$ cat src/rtl/control_fsm.sv
`default_nettype none
// +-----------------------------------------------------------------------+
// | control_fsm: multi-cycle RV32I control sequencer (boot/fetch/decode/   |
// | exec/mem/wb) with halt, trap and retired-instruction counter.          |
// | Revision: 1.0                                                          |
// +-----------------------------------------------------------------------+
module control_fsm (
    input  logic        clk,
    input  logic        reset,
    input  logic [6:0]  opcode,
    input  logic [2:0]  lorbtype,
    input  logic [3:0]  alu_action,
    input  logic        zero,
    input  logic        halt_req,
    output logic        PCsel1,
    output logic        PCsel0,
    output logic        enPC,
    output logic        ALUsrc,
    output logic [2:0]  immsrc,
    output logic        memtoreg1,
    output logic        memtoreg0,
    output logic        read_mem,
    output logic        write_mem,
    output logic        enW,
    output logic [4:0]  opr,
    output logic        halted,
    output logic        trap,
    output logic [31:0] instret
);

    localparam logic [6:0] OP_R      = 7'b0110011;
    localparam logic [6:0] OP_I      = 7'b0010011;
    localparam logic [6:0] OP_LOAD   = 7'b0000011;
    localparam logic [6:0] OP_STORE  = 7'b0100011;
    localparam logic [6:0] OP_BRANCH = 7'b1100011;
    localparam logic [6:0] OP_JAL    = 7'b1101111;
    localparam logic [6:0] OP_JALR   = 7'b1100111;
    localparam logic [6:0] OP_LUI    = 7'b0110111;
    localparam logic [6:0] OP_AUIPC  = 7'b0010111;

    localparam logic [4:0] OPR_ADD   = 5'b00000;
    localparam logic [4:0] OPR_SUB   = 5'b01000;
    localparam logic [4:0] OPR_SLT   = 5'b00010;
    localparam logic [4:0] OPR_SLTU  = 5'b00011;
    localparam logic [4:0] OPR_PASSB = 5'b01111;

    localparam logic [2:0] IMM_I = 3'b000;
    localparam logic [2:0] IMM_S = 3'b001;
    localparam logic [2:0] IMM_B = 3'b010;
    localparam logic [2:0] IMM_U = 3'b011;
    localparam logic [2:0] IMM_J = 3'b100;

    typedef enum logic [2:0] {
        BOOT   = 3'd0,
        FETCH  = 3'd1,
        DECODE = 3'd2,
        EXEC   = 3'd3,
        MEM    = 3'd4,
        WB     = 3'd5,
        HALT   = 3'd6,
        TRAP   = 3'd7
    } state_t;

    state_t     state;
    state_t     next_state;
    logic [1:0] pc_sel;
    logic [1:0] mem_to_reg;
    logic       final_cycle;
    logic       branch_taken;
    logic [4:0] branch_opr;

    logic is_r, is_i, is_load, is_store, is_branch, is_jal, is_jalr, is_lui, is_auipc, legal;

    assign is_r      = (opcode == OP_R);
    assign is_i      = (opcode == OP_I);
    assign is_load   = (opcode == OP_LOAD);
    assign is_store  = (opcode == OP_STORE);
    assign is_branch = (opcode == OP_BRANCH);
    assign is_jal    = (opcode == OP_JAL);
    assign is_jalr   = (opcode == OP_JALR);
    assign is_lui    = (opcode == OP_LUI);
    assign is_auipc  = (opcode == OP_AUIPC);
    assign legal     = is_r | is_i | is_load | is_store | is_branch |
                       is_jal | is_jalr | is_lui | is_auipc;

    // zero reflects SUB for eq/ne and SLT/SLTU result for the ordered compares
    always_comb begin
        branch_opr   = OPR_ADD;
        branch_taken = 1'b0;
        case (lorbtype)
            3'b000: begin branch_opr = OPR_SUB;  branch_taken = zero;  end
            3'b001: begin branch_opr = OPR_SUB;  branch_taken = !zero; end
            3'b100: begin branch_opr = OPR_SLT;  branch_taken = !zero; end
            3'b101: begin branch_opr = OPR_SLT;  branch_taken = zero;  end
            3'b110: begin branch_opr = OPR_SLTU; branch_taken = !zero; end
            3'b111: begin branch_opr = OPR_SLTU; branch_taken = zero;  end
            default: begin branch_opr = OPR_ADD; branch_taken = 1'b0;  end
        endcase
    end

    always_comb begin
        pc_sel      = 2'b00;
        enPC        = 1'b0;
        ALUsrc      = 1'b0;
        immsrc      = IMM_I;
        mem_to_reg  = 2'b00;
        read_mem    = 1'b0;
        write_mem   = 1'b0;
        enW         = 1'b0;
        opr         = OPR_ADD;
        next_state  = state;
        final_cycle = 1'b0;

        // per-class datapath controls stay put across EXEC/MEM/WB
        if (state == EXEC || state == MEM || state == WB) begin
            if (is_r) begin
                opr = {1'b0, alu_action};
            end else if (is_i) begin
                ALUsrc = 1'b1;
                opr    = {1'b0, alu_action};
            end else if (is_load) begin
                ALUsrc = 1'b1;
            end else if (is_store) begin
                ALUsrc = 1'b1;
                immsrc = IMM_S;
            end else if (is_lui) begin
                ALUsrc = 1'b1;
                immsrc = IMM_U;
                opr    = OPR_PASSB;
            end else if (is_auipc) begin
                immsrc     = IMM_U;
                mem_to_reg = 2'b10;
            end else if (is_jal) begin
                immsrc     = IMM_J;
                mem_to_reg = 2'b11;
            end else if (is_jalr) begin
                ALUsrc     = 1'b1;
                mem_to_reg = 2'b11;
            end else if (is_branch) begin
                immsrc = IMM_B;
                opr    = branch_opr;
            end
        end

        case (state)
            BOOT: begin
                pc_sel     = 2'b11;
                enPC       = 1'b1;
                next_state = FETCH;
            end
            FETCH:  next_state = DECODE;
            DECODE: next_state = legal ? EXEC : TRAP;
            EXEC: begin
                if (is_branch) begin
                    enPC        = 1'b1;
                    pc_sel      = branch_taken ? 2'b01 : 2'b00;
                    final_cycle = 1'b1;
                end else if (is_load || is_store) begin
                    next_state = MEM;
                end else begin
                    next_state = WB;
                end
            end
            MEM: begin
                if (is_store) begin
                    write_mem   = 1'b1;
                    enPC        = 1'b1;
                    final_cycle = 1'b1;
                end else begin
                    read_mem   = 1'b1;
                    next_state = WB;
                end
            end
            WB: begin
                enW         = 1'b1;
                enPC        = 1'b1;
                final_cycle = 1'b1;
                if (is_load) begin
                    read_mem   = 1'b1;
                    mem_to_reg = 2'b01;
                end
                if (is_jal)  pc_sel = 2'b01;
                if (is_jalr) pc_sel = 2'b10;
            end
            HALT: begin
                if (!halt_req) next_state = FETCH;
            end
            TRAP:    next_state = TRAP;
            default: next_state = BOOT;
        endcase

        if (final_cycle) next_state = halt_req ? HALT : FETCH;
    end

    always_ff @(posedge clk or posedge reset) begin
        if (reset) begin
            state   <= BOOT;
            instret <= 32'd0;
        end else begin
            state <= next_state;
            if (final_cycle) instret <= instret + 32'd1;
        end
    end

    assign PCsel1    = pc_sel[1];
    assign PCsel0    = pc_sel[0];
    assign memtoreg1 = mem_to_reg[1];
    assign memtoreg0 = mem_to_reg[0];
    assign halted    = (state == HALT);
    assign trap      = (state == TRAP);

endmodule
`default_nettype wire

$ cat config.mk
export PLATFORM = sky130hd
export DESIGN_NAME = control_fsm
export DESIGN_NICKNAME = d
export VERILOG_FILES = /design/src/rtl/control_fsm.sv
export SDC_FILE = /design/constraint.sdc
export NUM_CORES = 1
export LEC_CHECK = 0
export ABC_AREA = 1
export CORE_MARGIN = 3
export CORE_UTILIZATION = 54
export CTS_CLUSTER_SIZE = 8
export DETAILED_ROUTE_END_ITERATION = 10
export GPL_ROUTABILITY_DRIVEN = 0
export GPL_TIMING_DRIVEN = 0
export PLACE_DENSITY_LB_ADDON = 0.12
export SLEW_MARGIN = 20
export SYNTH_ARGS = -nofsm -noshare
export SYNTH_HDL_FRONTEND = slang
export SYNTH_SLANG_ARGS = --single-unit
$ cat constraint.sdc
create_clock -name clk -period 2.73 [get_ports clk]
set_input_delay 0.273 -clock clk [delete_from_list [all_inputs] [get_ports clk]]
set_output_delay 0.273 -clock clk [all_outputs]
set_load 0.005 [all_outputs]
# After elaboration in Yosys (flattened, before gate mapping)
# Cells that the tools add are included.
# W data, S select, Z words.
# totals
ff_bits	35
latchBits	0
mem_bits_rw	0
romBits	0
output_inout_bits	51
word_cells	113
memories	0
# op_classes
add_sub_neg	1
multipliers	0
div	0
n_lt_le_gt_ge	0
eq_ne	24
shifts	0
n_mux	64
bitwise	8
n_reduce_logical	14
# ops
op	n
$mux W5	10
$mux W3	14
$add A32 B1 Y32 const B	1
$mux W2	14
$eq A3 B3 Y1 const B	8
$eq A7 B6 Y1 const B	3
$eq A7 B7 Y1 const B	3
$pmux W3 S7	1
$mux W1	19
$eq A7 B5 Y1 const B	2
$pmux W4 S3	1
$or A1 B1 Y1	8
$reduce_bool A8 Y1	1
$reduce_or A2 Y1	4
$eq A7 B2 Y1 const B	1
$eq A3 B1 Y1 const B	2
$eq A3 B2 Y1 const B	2
$logic_not A3 Y1	2
$ne A3 B3 Y1 const B	2
$pmux W1 S3	2
$pmux W2 S3	1
$reduce_or A3 Y1	2
$pmux W1 S2	2
$reduce_and A4 Y1	1
3 further kinds	5

# Depth between registers and ports, before layout
# depth
depth_word	13
depth_mapped	10
depth_no_buf	10

# Least setup slack after synthesis
# Ideal clock, no wire load.
# synth_timing
path_kind	flip-flop to flip-flop
start	reg instret[0]
end	reg instret[26]
arrival_time_ns	1.466
required_time_ns	2.613
setup_slack_ns	1.147
path_stages_with_launch	11
n_path_buf	0
period_less_slack_ns	1.583
path_cell_list	dfrtp_1 -> ha_1 -> inv_1 -> nor2_1 -> nand2_1 -> nor2_1 -> nand2_1 -> nand2_1 -> nand2_1 -> nand2_1 -> nand2_1
# synth_via
elab_chain_cells	1
# synth_rtl
element	line	source
start, declared	28	output logic [31:0] instret
start signal, assigned	201	if (final_cycle) instret <= instret + 32'd1;
$add A32 B1 Y32	201	
# Every way passes these cells.
# A chain may end at the register's enable or synchronous reset.

# Worst setup path in the final report
# layout_timing
start	in opcode[3]
end	out enPC
# layout_via
elab_chain_cells	3
# layout_rtl
element	line	source
start, declared	10	input logic [6:0] opcode,
$eq A7 B6 Y1 / $eq A7 B7 Y1 (equally long branches)	77, 78	
$mux W1, on equally long branches	165, 154	
$pmux W1 S3 *	145	case (state)
end, declared	17	output logic enPC,
# Mark *: on every way between the ends. The rest lies on a longest branch, timed or not.

==> summary.txt <==
STA
------------------------------------------------------------------------------------------------------
Final hold vios                                                                                      0
Clock period minus worst slack                                                                 2.57 ns
Fmax achieved                                                                                  390 MHz
Unrepaired setup endpoints after global routing                                                     no
Post-route worst hold slack                                                                   0.442 ns
Max-slew headroom                                                                                50.5%
Setup total negative slack                                                                        0 ns
Transition time at the pin with the least slew margin                                         0.742 ns
Fin. max-slew vios                                                                                   0
Share of the cycle needed by the critical path after routing                                     94.0%
Skew final                                                                                  0.00410 ns
Setup violators final                                                                                0

FINAL LAYOUT
------------------------------------------------------------------------------------------------------
P&R area growth vs syn                                                                           31.5%
Nets                                                                                               549
Area taken by flip-flops and latches                                                           876 um2
Fillers                                                                                            414
Area of combinational cells with multiple inputs                                              1620 um2
Antenna Diode Count                                                                                  0
Fin util                                                                                         74.8%
Final Cell Area                                                                               3580 um2
Fraction of final layout cells sized beyond drive strength 1                                     3.95%

PLACEMENT
------------------------------------------------------------------------------------------------------
Post-DP HPWL                                                                                   6030 um
Post-Place Cell Area                                                                          3480 um2
Port buffer count                                                                                   67

YOSYS
------------------------------------------------------------------------------------------------------
Instance count of the mapped netlist                                                               456
Cell area after synthesis                                                                     2720 um2
Dominant cells by area after synthesis                                                    dfrtp_1 32%, nand2_1 27%, nor2_1 11%, inv_1 6.1%, nand4_1 5.1%
Seq cells post-synth                                                                                35
Top flip-flop cell by instance count after synthesis                                           dfrtp_1
Synth top cells by count                                                                  193 x nand2_1, 82 x nor2_1, 44 x inv_1, 35 x dfrtp_1, 26 x nand3_1
Cell variety after synth                                                                            25
Mean instance size in the synthesized netlist                                                 5.97 um2
Proportion of synthesized chip area in sequential cells                                          32.2%
Area share of the leading cell type in the synthesized netlist                                   32.2%
Mapped Nets                                                                                        475
EDFF count, synth                                                                                    0
Warnings, synthesis                                                                                  0
Cell type contributing the most total cell area after synthesis                                dfrtp_1
Proportion of register bits with asynchronous set or reset after synthesis                        100%
Most used standard cell by instance count after synthesis                                      nand2_1

FLOORPLAN
------------------------------------------------------------------------------------------------------
I/O pin total                                                                                       69
Vertical extent of the die                                                                     77.0 um
Initial Utilization                                                                              56.9%
Row cnt                                                                                             25
DIE AREA                                                                                      5930 um2
Die width                                                                                      77.0 um
Std-Cell Core Area                                                                            4790 um2

POWER
------------------------------------------------------------------------------------------------------
Switching Share                                                                                  38.7%
Part of the power in registers                                                                   36.3%
Total Power Consumption                                                                        1.82 mW
Total power divided by cell area                                                            509 nW/um2
Proportion of power drawn by combinational gates                                                 40.4%
Internal power contribution                                                                    1.12 mW
Clock Power Share                                                                                23.3%
Cell leakage power                                                                             1.64 nW
Worst vdd ir                                                                                  0.504 mV
Switching power of the nets                                                                     706 uW

DETAILED ROUTING
------------------------------------------------------------------------------------------------------
Mean number of vias per cell                                                                      5.41
Number of design-rule violations left by the first detailed-router iteration                       345
Total Wirelength                                                                               7800 um
Number of nets with antenna violations after routing                                                 0
Drt pass-1 iters                                                                                     6
WL/cell                                                                                        13.0 um
Number of design rule violations left after detail routing                                           0
Routed vias                                                                                       3238

CLOCK NETWORK
------------------------------------------------------------------------------------------------------
Post-CTS Resized                                                                                     0
Quantity of hold-fixing buffers added after cts                                                      0
Clock buffers created by TritonCTS                                                                   5
Setup Buffers After CTS                                                                              0
Clock transition at the register clock pins on the worst setup and hold paths after CTS        0.07 ns
Clock latency reported for the late side of the worst-skew pair                                0.29 ns
Max H-tree Level                                                                                     2
TritonCTS sink count                                                                                35
Clock root buffer                                                                             clkbuf_8
CTS max path bufs                                                                                    2
CTS tree                                                                                          done

WORST SETUP PATH
------------------------------------------------------------------------------------------------------
R2R Path Start                                                                            instret[0]$_DFFE_PP0P_
Critical Setup Path Class                                                                 primary input to output pin
Critical Path Source Type                                                                 primary input
WP data required                                                                               2.46 ns
Crit path DAT                                                                                  2.29 ns
CP Launch Point                                                                              opcode[3]
Crit Path Max Fanout                                                                                10
Kind of end point of the critical path                                                      output pin

JOB
------------------------------------------------------------------------------------------------------
Number of maximum-capacitance constraint violations                                                  0

GRT
------------------------------------------------------------------------------------------------------
Initial antenna violation count                                                                      0
Number of global-route vias before repair                                                         2836
First-pass GRT wire length                                                                    13000 um
Total overflow reported by the global router                                                         0
Largest net degree at the start of global routing                                                   36
GR Util All Layers                                                                               26.7%

HOLD PATH
------------------------------------------------------------------------------------------------------
Classification of the worst-slack hold path                                               primary input to asynchronous set/reset pin

STATUS
------------------------------------------------------------------------------------------------------
Result of the run                                                                         finished, final reports clean

state kept, by name, indices dropped and copies added (netlist names):
name,flops
instret,32
state,3
metrics by stage:
step | cells | setup WS, ns
detailed placement | 590 | 0.218
floorplan | 456 | 1.15
CTS | 598 | 0.156
finish | 598 | 0.163
global placement | 590 | 0.269
global route | 598 | 0.0216
cell type report:
class	instances	share of cell area (%)
Sequential cell	35	24.4
Tap cell	67	2.34
Multi-Input combinational cell	366	45.2
Timing Repair Buffer	67	18.7
Buffer	11	1.89
Inverter	44	4.61
Clock buffer	8	2.79
routing by layer:
| metal | share of wire [%] | track usage, % |
|---|---|---|
| met3 | 8.9 | 6.22 |
| met4 | 2.0 | 8.36 |
| met2 | 46 | 42.8 |
| met1 | 43 | 35.9 |
| met5 | 0 | 0 |
kinds of logic (layout without fill, tap and decap cells):
| kind of cell | Yosys count | in the layout | synth area share (%) |
|---|---|---|---|
| buffers and inverters | 55 | 130 | 8.54 |
| adders and majority gates | 1 | 1 | 0.459 |
| DFF | 35 | 35 | 32.2 |
| and+or+nand+nor | 337 | 337 | 51.9 |
| xor gates and xnor gates | 10 | 10 | 3.49 |
| AOI/OAI and AO/OA | 17 | 17 | 3.31 |
| other | 1 | 1 | 0.138 |
power groups by stage:
stage | combinational (mW) | clock, mW | sequential, mW
6_report | 0.737 | 0.424 | 0.662
5_1_grt | 0.816 | 0.452 | 0.671
4_1_cts | 0.734 | 0.424 | 0.658
3_5_place_dp | 0.732 | 0 | 0.668
3_3_place_gp | 0.720 | 0 | 0.665
2_1_floorplan | 0.449 | 0 | 0.654
critical path: stages:
cell and delay [ns]:
clkdlybuf4s50_1 0.47, inv_1 0.12, nand2_1 0.07, nor2_2 0.24
nand3_2 0.18, clkbuf_1 0.27, nand4_1 0.15, clkdlybuf4s50_1 0.51
path summary, 6_finish.rpt:
path / endpoint / slack, ns / depth (start not counted)
setup / recovery: enPC / 0.16 / 8
hold / removal: instret[30]$_DFFE_PP0P_ / 0.44 / 2
setup reg to reg: instret[26]$_DFFE_PP0P_ / 0.74 / 10
hold reg to reg: instret[8]$_DFFE_PP0P_ / 0.56 / 2
max in group asynchronous: instret[19]$_DFFE_PP0P_ / 1.82 / 2
min in group clk: instret[8]$_DFFE_PP0P_ / 0.56 / 2
layout by cell type, fill, tap and decap left out, drive strengths merged, types with 2 or more instances in the layout:
master,instances
nand2,193
nor2,85
clkdlybuf4s50,67
inv,44
dfrtp,35
nand3,29
nand4,22
clkbuf,13
xor2,9
o21ai,9
nand3b,7
buf,6
a21oi,5
a31oi,2
No activity file was read; power rests on OpenSTA's default activity.
